===== config.mk =====
export PLATFORM = sky130hd
export DESIGN_NAME = octal_key_entry
export DESIGN_NICKNAME = d
export VERILOG_FILES = /design/src/rtl/de1_pkg.sv /design/src/rtl/key_debounce.sv /design/src/rtl/octal_key_entry.sv
export SDC_FILE = /design/constraint.sdc
export NUM_CORES = 1
export LEC_CHECK = 0
export ABC_CLOCK_PERIOD_IN_PS = 2100
export CAP_MARGIN = 10
export CORE_AREA = 2 2 132 102
export CTS_CLUSTER_DIAMETER = 40
export DETAILED_ROUTE_END_ITERATION = 7
export DIE_AREA = 0 0 134 104
export PLACE_DENSITY_LB_ADDON = 0.12
export SLEW_MARGIN = 20
export SYNTH_ARGS = -nofsm -noshare
export SYNTH_HDL_FRONTEND = slang
export SYNTH_SLANG_ARGS = --single-unit

===== constraint.sdc =====
create_clock -name CLOCK_50 -period 2.1 [get_ports CLOCK_50]
set_input_delay 0.525 -clock CLOCK_50 [delete_from_list [all_inputs] [get_ports CLOCK_50]]
set_output_delay 0.525 -clock CLOCK_50 [all_outputs]
set_load 0.01 [all_outputs]

===== src/rtl/de1_pkg.sv =====
// Shared types and helpers for the DE1 octal display/entry path.
// Digits are packed little-end first: digit0 = [2:0], digit1 = [5:3], digit2 = [8:6].
package de1_pkg;

    localparam int NUM_DIGITS = 3;

    typedef logic [2:0] octal_digit_t;
    typedef octal_digit_t [NUM_DIGITS-1:0] octal_digits_t;

    function automatic octal_digits_t unpack_octal(input logic [3*NUM_DIGITS-1:0] packed_value);
        octal_digits_t digits;
        for (int i = 0; i < NUM_DIGITS; i++) begin
            digits[i] = packed_value[3*i +: 3];
        end
        return digits;
    endfunction

    function automatic logic [3*NUM_DIGITS-1:0] pack_octal(input octal_digits_t digits);
        logic [3*NUM_DIGITS-1:0] packed_value;
        packed_value = '0;
        for (int i = 0; i < NUM_DIGITS; i++) begin
            packed_value[3*i +: 3] = digits[i];
        end
        return packed_value;
    endfunction

endpackage


===== src/rtl/key_debounce.sv =====
// Synchronises and debounces one active-low pushbutton; emits a one-cycle pulse
// when the accepted level goes from released to pressed.
module key_debounce #(
    parameter int unsigned DEBOUNCE_CYCLES = 1_000_000
) (
    input  logic clk_i,
    input  logic rst_ni,
    input  logic key_ni,
    output logic press_o
);

    localparam int unsigned CntW = $clog2(DEBOUNCE_CYCLES);
    localparam logic [CntW-1:0] CntMax = CntW'(DEBOUNCE_CYCLES - 1);

    logic [1:0]      sync_q;
    logic            accepted_q, accepted_d;
    logic [CntW-1:0] cnt_q, cnt_d;
    logic            press_q, press_d;

    // Counter only runs while the synchronised level disagrees with the accepted one;
    // any agreement drops it back to zero.
    always_comb begin
        accepted_d = accepted_q;
        cnt_d      = '0;
        press_d    = 1'b0;
        if (sync_q[1] != accepted_q) begin
            if (cnt_q == CntMax) begin
                accepted_d = sync_q[1];
                press_d    = ~sync_q[1];
            end else begin
                cnt_d = cnt_q + 1'b1;
            end
        end
    end

    always_ff @(posedge clk_i or negedge rst_ni) begin
        if (!rst_ni) begin
            sync_q     <= 2'b11;
            accepted_q <= 1'b1;
            cnt_q      <= '0;
            press_q    <= 1'b0;
        end else begin
            sync_q     <= {sync_q[0], key_ni};
            accepted_q <= accepted_d;
            cnt_q      <= cnt_d;
            press_q    <= press_d;
        end
    end

    assign press_o = press_q;

endmodule


===== src/rtl/octal_key_entry.sv =====
// Edits a 3-digit octal value from debounced KEY presses and produces a blink
// mask so the display can flash the digit selected for editing.
module octal_key_entry
    import de1_pkg::*;
#(
    parameter int unsigned DEBOUNCE_CYCLES = 1_000_000,
    parameter int unsigned BLINK_CYCLES    = 12_500_000
) (
    input  logic       CLOCK_50,
    input  logic       RESET_N,
    input  logic       key_inc_n,
    input  logic       key_dec_n,
    input  logic       key_sel_n,
    input  logic       load,
    input  logic [8:0] load_value,
    output logic [8:0] value,
    output logic [1:0] sel,
    output logic [2:0] blank_mask,
    output logic       changed
);

    localparam int unsigned BlinkW = $clog2(BLINK_CYCLES);
    localparam logic [BlinkW-1:0] BlinkMax = BlinkW'(BLINK_CYCLES - 1);

    logic press_inc, press_dec, press_sel;

    key_debounce #(.DEBOUNCE_CYCLES(DEBOUNCE_CYCLES)) u_deb_inc (
        .clk_i   (CLOCK_50),
        .rst_ni  (RESET_N),
        .key_ni  (key_inc_n),
        .press_o (press_inc)
    );

    key_debounce #(.DEBOUNCE_CYCLES(DEBOUNCE_CYCLES)) u_deb_dec (
        .clk_i   (CLOCK_50),
        .rst_ni  (RESET_N),
        .key_ni  (key_dec_n),
        .press_o (press_dec)
    );

    key_debounce #(.DEBOUNCE_CYCLES(DEBOUNCE_CYCLES)) u_deb_sel (
        .clk_i   (CLOCK_50),
        .rst_ni  (RESET_N),
        .key_ni  (key_sel_n),
        .press_o (press_sel)
    );

    logic [8:0]        value_q, value_d;
    logic [1:0]        sel_q, sel_d;
    logic              changed_q;
    logic [BlinkW-1:0] blink_cnt_q, blink_cnt_d;
    logic              phase_q, phase_d;
    logic              blink_clr;
    octal_digits_t     digits;
    octal_digit_t      delta;

    always_comb begin
        value_d   = value_q;
        sel_d     = sel_q;
        blink_clr = 1'b0;
        digits    = unpack_octal(value_q);
        delta     = press_inc ? 3'd1 : 3'd7;
        if (load) begin
            value_d   = load_value;
            sel_d     = 2'd0;
            blink_clr = 1'b1;
        end else begin
            // Edits act on the old sel, even when a sel event lands in the same cycle.
            if (press_inc ^ press_dec) begin
                for (int i = 0; i < NUM_DIGITS; i++) begin
                    if (sel_q == 2'(i)) begin
                        digits[i] = digits[i] + delta;
                    end
                end
                value_d = pack_octal(digits);
            end
            if (press_sel) begin
                blink_clr = 1'b1;
                case (sel_q)
                    2'd0:    sel_d = 2'd1;
                    2'd1:    sel_d = 2'd2;
                    default: sel_d = 2'd0;
                endcase
            end
        end
    end

    always_comb begin
        blink_cnt_d = blink_cnt_q + 1'b1;
        phase_d     = phase_q;
        if (blink_clr) begin
            blink_cnt_d = '0;
            phase_d     = 1'b0;
        end else if (blink_cnt_q == BlinkMax) begin
            blink_cnt_d = '0;
            phase_d     = ~phase_q;
        end
    end

    always_ff @(posedge CLOCK_50 or negedge RESET_N) begin
        if (!RESET_N) begin
            value_q     <= '0;
            sel_q       <= '0;
            changed_q   <= 1'b0;
            blink_cnt_q <= '0;
            phase_q     <= 1'b0;
        end else begin
            value_q     <= value_d;
            sel_q       <= sel_d;
            changed_q   <= (value_d != value_q) || (sel_d != sel_q);
            blink_cnt_q <= blink_cnt_d;
            phase_q     <= phase_d;
        end
    end

    always_comb begin
        blank_mask = 3'b000;
        if (phase_q) begin
            case (sel_q)
                2'd0:    blank_mask = 3'b001;
                2'd1:    blank_mask = 3'b010;
                2'd2:    blank_mask = 3'b100;
                default: blank_mask = 3'b000;
            endcase
        end
    end

    assign value   = value_q;
    assign sel     = sel_q;
    assign changed = changed_q;

endmodule


== After elaboration in Yosys (flattened, before gate mapping) ==
Cells that the tools add are included.

* Bitwise logic cells: 5
* Eq/ne operators: 11
* Multiplexer cells: 29
* Add/sub/neg operators: 7
* Reductions and logical operators: 6

{| class="wikitable"
|+ Operators by type and width
! cell !! number
|-
| $mux 20 || 6
|-
| $add 20x1->20 const B || 3
|-
| $eq 20x20->1 const B || 3
|-
| $mux 24 || 2
|-
| $add 24x1->24 const B || 1
|-
| $eq 24x24->1 const B || 1
|-
| $mux 9 || 2
|-
| $mux 3 || 5
|-
| $mux 1 || 10
|-
| $add 3x3->3 || 3
|-
| $ne 9x9->1 || 1
|-
| $pmux 3 s3 || 1
|-
| $reduce_and 2->1 || 3
|-
| $mux 2 || 2
|-
| $not 1->1 || 4
|-
| $pmux 2 s2 || 1
|-
| $ne 1x1->1 || 3
|-
| $eq 2x1->1 const B || 1
|-
| $eq 2x2->1 const B || 1
|-
| $logic_not 2->1 || 1
|-
| $ne 2x2->1 || 1
|-
| $reduce_bool 2->1 || 1
|-
| $logic_or 1x1->1 || 1
|-
| $xor 1x1->1 || 1
|}

* Output and inout bits: 15
* Logic and storage cells: 75
* Bits in registers: 109

== Longest topological paths before layout ==
* Depth in word-level cells: 7
* Gate-level depth with buffers: 6
* Mapped depth without buffers: 6

== Hierarchy ==
A second synthesis with hierarchy kept.

* Cells, all modules: 546
* Area total of the unflattened synthesis: 5691.7 µm²

{| class="wikitable"
|+ Modules (own cells, without submodules)
! module !! cells an instance !! instances !! seq. area each (µm²) !! area each (µm²)
|-
| key_debounce || 107 || 3 || 604.3 || 1188.6
|-
| octal_key_entry || 225 || 1 || 925.9 || 2125.8
|}

== Worst setup path before layout ==
No wires, ideal clock.

* Kind: reg-to-reg
* From: register u_deb_inc.cnt_q[15]
* To: register u_deb_inc.cnt_q[10]
* Required time: 1.981 ns
* Period minus slack after synthesis: 2.010 ns
* Slack: 0.090 ns
* Setup time: 0.119 ns
* Data arrival time: 1.891 ns
* Stages on the path, launching flop included: 6
* Cell sequence: dfrtp_1 or4_1 or4_4 o21ai_4 buf_6 nor2_1

* Longest elaborated chain between the ends: 3

{| class="wikitable"
|+ Ends and longest elaborated chain
! what !! line !! text
|-
| start, declared || key_debounce.sv:17 || <nowiki>logic [CntW-1:0] cnt_q, cnt_d;</nowiki>
|-
| start signal, assigned || key_debounce.sv:45 || <nowiki>cnt_q <= cnt_d;</nowiki>
|-
| $eq 20x20->1 || key_debounce.sv:27 || <nowiki>if (cnt_q == CntMax) begin</nowiki>
|-
| $mux 20 || key_debounce.sv:27 ||
|-
| $mux 20 || key_debounce.sv:26 || <nowiki>if (sync_q[1] != accepted_q) begin</nowiki>
|-
| named net u_deb_inc.cnt_d[10] || key_debounce.sv:17 ||
|}

The timed path passes the listed nets, and every way through them passes these cells.
A chain may end at the register's enable or synchronous reset.

== Final worst setup path ==
* From: register u_deb_dec.cnt_q[10]
* To: register u_deb_dec.accepted_q

* Longest elaborated chain between the ends: 2

{| class="wikitable"
|+ Ends and longest elaborated chain
! what !! line !! text
|-
| start, declared || key_debounce.sv:17 ||
|-
| start signal, assigned || key_debounce.sv:45 ||
|-
| $eq 20x20->1 || key_debounce.sv:27 ||
|-
| $reduce_and 2->1 (no source line) || -- ||
|-
| end signal, assigned || key_debounce.sv:44 || <nowiki>accepted_q <= accepted_d;</nowiki>
|-
| end, declared || key_debounce.sv:16 || <nowiki>logic accepted_q, accepted_d;</nowiki>
|}

Every way passes these cells.

==> flow_metrics.py <==
metrics = {
    "synthesis": {
        "synth_area_um2": 5547,
        "synth-edff-count": 0,
        "ys_seq_elements": 109,
        "synth_fp_nets": 580,
        "synth-seq-area-share_pct": 49.38,
        "ys_async_sr_fraction_pct": 100.0,
        "ys_types": 47,
        "ys_warn_count": 0,
        "syn_inst": 558,
        "synthFlopType": "dfrtp_1",
        "syn_area_per_cell_um2": 9.940,
    },
    "power_and_ir_drop": {
        "p_per_area_nw_per_um2": 639.2,
        "switching_share_pct": 23.01,
        "ir_worst_vdd_mv": 0.4134,
        "p_sw_mw": 0.9741,
        "p_int_mw": 3.259,
        "p_leak_nw": 2.617,
        "p_clk_share_pct": 41.0,
        "p_seq_share_pct": 51.6,
        "pwr-share-comb_pct": 7.3,
    },
    "critical_path": {
        "crit_type": "reg2reg",
        "cp.required_ns": 2.38,
        "arrival_ns": 2.31,
        "cp_slowest_cell": "or4_4",
        "r2r_start": "u_deb_dec.cnt_q[10]",
        "path_cells": "or4bb_1, or4_4, nor2_2, mux2_2",
        "start_kind": "flip-flop",
        "cp_max_fo": 5,
        "slowest_delay_ns": 0.57,
        "worstSetupStartpoint": "u_deb_dec.cnt_q[10]",
        "end_kind": "flip-flop",
    },
    "layout": {
        "fin_util_pct": 52.32,
        "layout-drive-gt1-share_pct": 14.10,
        "fillers": 1140,
        "antennaDiodeCount": 0,
        "finalNetCount": 641,
        "layout_common_cells": "98 x dfrtp_1, 67 x nor2_1, 42 x xnor2_1",
        "final_common_cell": "dfrtp_1",
        "area_growth_pct": 19.40,
    },
    "floorplan": {
        "row_count": 36,
        "top_level_ports": 30,
        "die_w_um": 134,
        "die_area_um2": 13940,
        "core_area_um2": 12660,
        "start_util_pct": 43.82,
        "die_h_um": 104,
    },
    "timing": {
        "rsz0062_at_grt": "true",
        "max-slew-margin-rel_pct": 72.29,
        "max_slew.worst_pin.slew_ns": 0.4156,
        "finalHoldViolCount": 0,
        "fin_crit_sh_pct": 97.03,
        "clock_skew_ns": 0.006071,
        "setup_viol_count_final": 0,
        "worst_slack_ns": 0.06232,
        "max_freq_ghz": 0.4908,
        "slew_violations": 0,
        "layout_min_cycle_time_ns": 2.038,
    },
    "cts": {
        "path_clk_slew_ns": 0.07,
        "cts_tree": "done",
        "clock_latency_ns": 0.34,
        "cts_max_level": 3,
        "cts_root_buf": "clkbuf_16",
        "numCtsBuffers": 9,
        "clock_path_buffers": 2,
        "cts_num_sinks": 109,
    },
    "global_route": {
        "grt_pass1_wl_mm": 19.83,
        "overflow": 0,
        "antenna_found_initial": 0,
        "grt_max_degree": 48,
        "grt_usage_pct": 17.42,
        "grt_pass1_vias": 4186,
    },
    "placement": {
        "pre_cts_ws_ns": 0.06111,
        "hpwl_mm": 7.861,
        "io_buffers": 29,
        "gp_congestion": 0.7730,
    },
    "outcome": {
        "status": "finished clean",
    },
    "hold_path": {
        "worst_hold_path_type": "in2async",
    },
    "drt": {
        "first_iter_violations": 194,
        "drt_first_pass_iters": 5,
        "viasPerCell": 5.325,
        "wl_per_cell_um": 14.12,
        "num_vias": 4233,
        "ant_nets": 0,
        "wl_mm": 11.23,
        "drc": 0,
    },
    "flow_run": {
        "maxCapViolCount": 0,
    },
}
[registers in the layout, summed over array words and instances (netlist names)]
signal	flops
blink_cnt_q	24
changed	1
phase_q	1
sel	2
u_deb_dec.accepted_q	1
u_deb_dec.cnt_q	20
u_deb_dec.press_o	1
u_deb_dec.sync_q	2
u_deb_inc.accepted_q	1
u_deb_inc.cnt_q	20
u_deb_inc.press_o	1
u_deb_inc.sync_q	2
u_deb_sel.accepted_q	1
u_deb_sel.cnt_q	20
u_deb_sel.press_o	1
u_deb_sel.sync_q	2
value	9
[critical path: cells and delay by family (launching register included)]
family / cells / cell delay [ns]
mux: 1 / 0.34
simple gates: 3 / 1.20
flops: 1 / 0.43
[synthesized netlist by cell type, drive strengths merged (5+ instances only)]
cell type / number / share of area (%)
a21oi: 31 / 2.8
or4: 18 / 2.6
nand2: 34 / 2.3
mux2: 8 / 1.6
o31ai: 10 / 1.4
nor2: 69 / 4.7
and3: 6 / 0.68
dfrtp: 100 / 45
nor4: 12 / 1.4
nor3: 9 / 0.81
dfstp: 9 / 4.3
and4: 7 / 1.1
nor4b: 5 / 0.79
o21ai: 28 / 2.9
inv: 22 / 1.5
nand3: 29 / 2.6
nand4: 17 / 1.9
mux2i: 6 / 1.1
xor2: 24 / 3.8
xnor2: 42 / 6.6
clkbuf: 8 / 0.54
buf: 5 / 0.68
or3: 19 / 2.2
[final cells by class]
cell class | count | area (µm²) | share of cell area [%]
flip-flops and latches | 109 | 2741 | 41.39
multi-input cells | 414 | 2684 | 40.53
repair buffers | 63 | 593.1 | 8.955
clock buffers | 10 | 239.0 | 3.609
well taps | 171 | 214.0 | 3.231
inverters | 22 | 82.58 | 1.247
clock inverters | 6 | 68.82 | 1.039
[power by group through the flow]
stage	sequential (mW)	combinational (mW)	clock, mW
6_report	2.19	0.310	1.74
5_1_grt	2.19	0.353	1.90
4_1_cts	2.19	0.317	1.81
3_5_place_dp	2.23	0.315	0
3_3_place_gp	2.22	0.310	0
2_1_floorplan	2.23	0.134	0
[path summary, 6_finish.rpt]
| check | endpoint | slack (ns) | cells past startpoint |
|---|---|---|---|
| max | u_deb_dec.accepted_q | 0.06 | 4 |
| min | blink_cnt_q[19] | 0.11 | 1 |
| max reg2reg | u_deb_dec.accepted_q | 0.06 | 4 |
| min reg2reg | u_deb_inc.sync_q[1] | 0.36 | 0 |
| max in group asynchronous | u_deb_sel.accepted_q | 1.34 | 2 |
| min in group CLOCK_50 | u_deb_inc.sync_q[1] | 0.36 | 0 |
[layer usage]
layer	GRT usage [%]	vias up	wire (µm)
met2	26.63	57	4927
met4	4.179	0	114
met3	4.630	8	365
met1	24.72	2060	5821
li1	-	2108	-
met5	0	-	0
[cells by family (layout without fill, tap and decap cells)]
kind of cell,Yosys count,in the layout,synth area share [%]
flops,109,109,49.38
compound gates,76,76,8.099
mux,14,14,2.707
xor+xnor,66,66,10.42
buf+inv,35,101,2.707
simple gates,251,251,24.70
fa+ha+maj,7,7,1.985
[stage by stage]
stage / cells / TNS (ns) / area (µm²) / hold WS, ns / power (mW)
5_1_grt: 795 / -0.004765 / 6623 / 0.1163 / 4.449
6_report: 795 / 0 / 6623 / 0.1115 / 4.233
2_1_floorplan: 558 / 0 / 5547 / 0.2294 / 2.365
4_1_cts: 795 / 0 / 6600 / 0.1139 / 4.312
3_3_place_gp: 776 / 0 / 6264 / 0.3494 / 2.535
3_5_place_dp: 776 / 0 / 6264 / 0.3473 / 2.542
[repair_timing]
item | in CTS | in global routing
setup buffers | 3 | 0
resized for setup | 6 | 6
pin swaps | 0 | 1
setup endpoints to repair | 3 | 22
hold buffers | 0 | 0
Note: power is estimated with default switching activity, not from simulation.
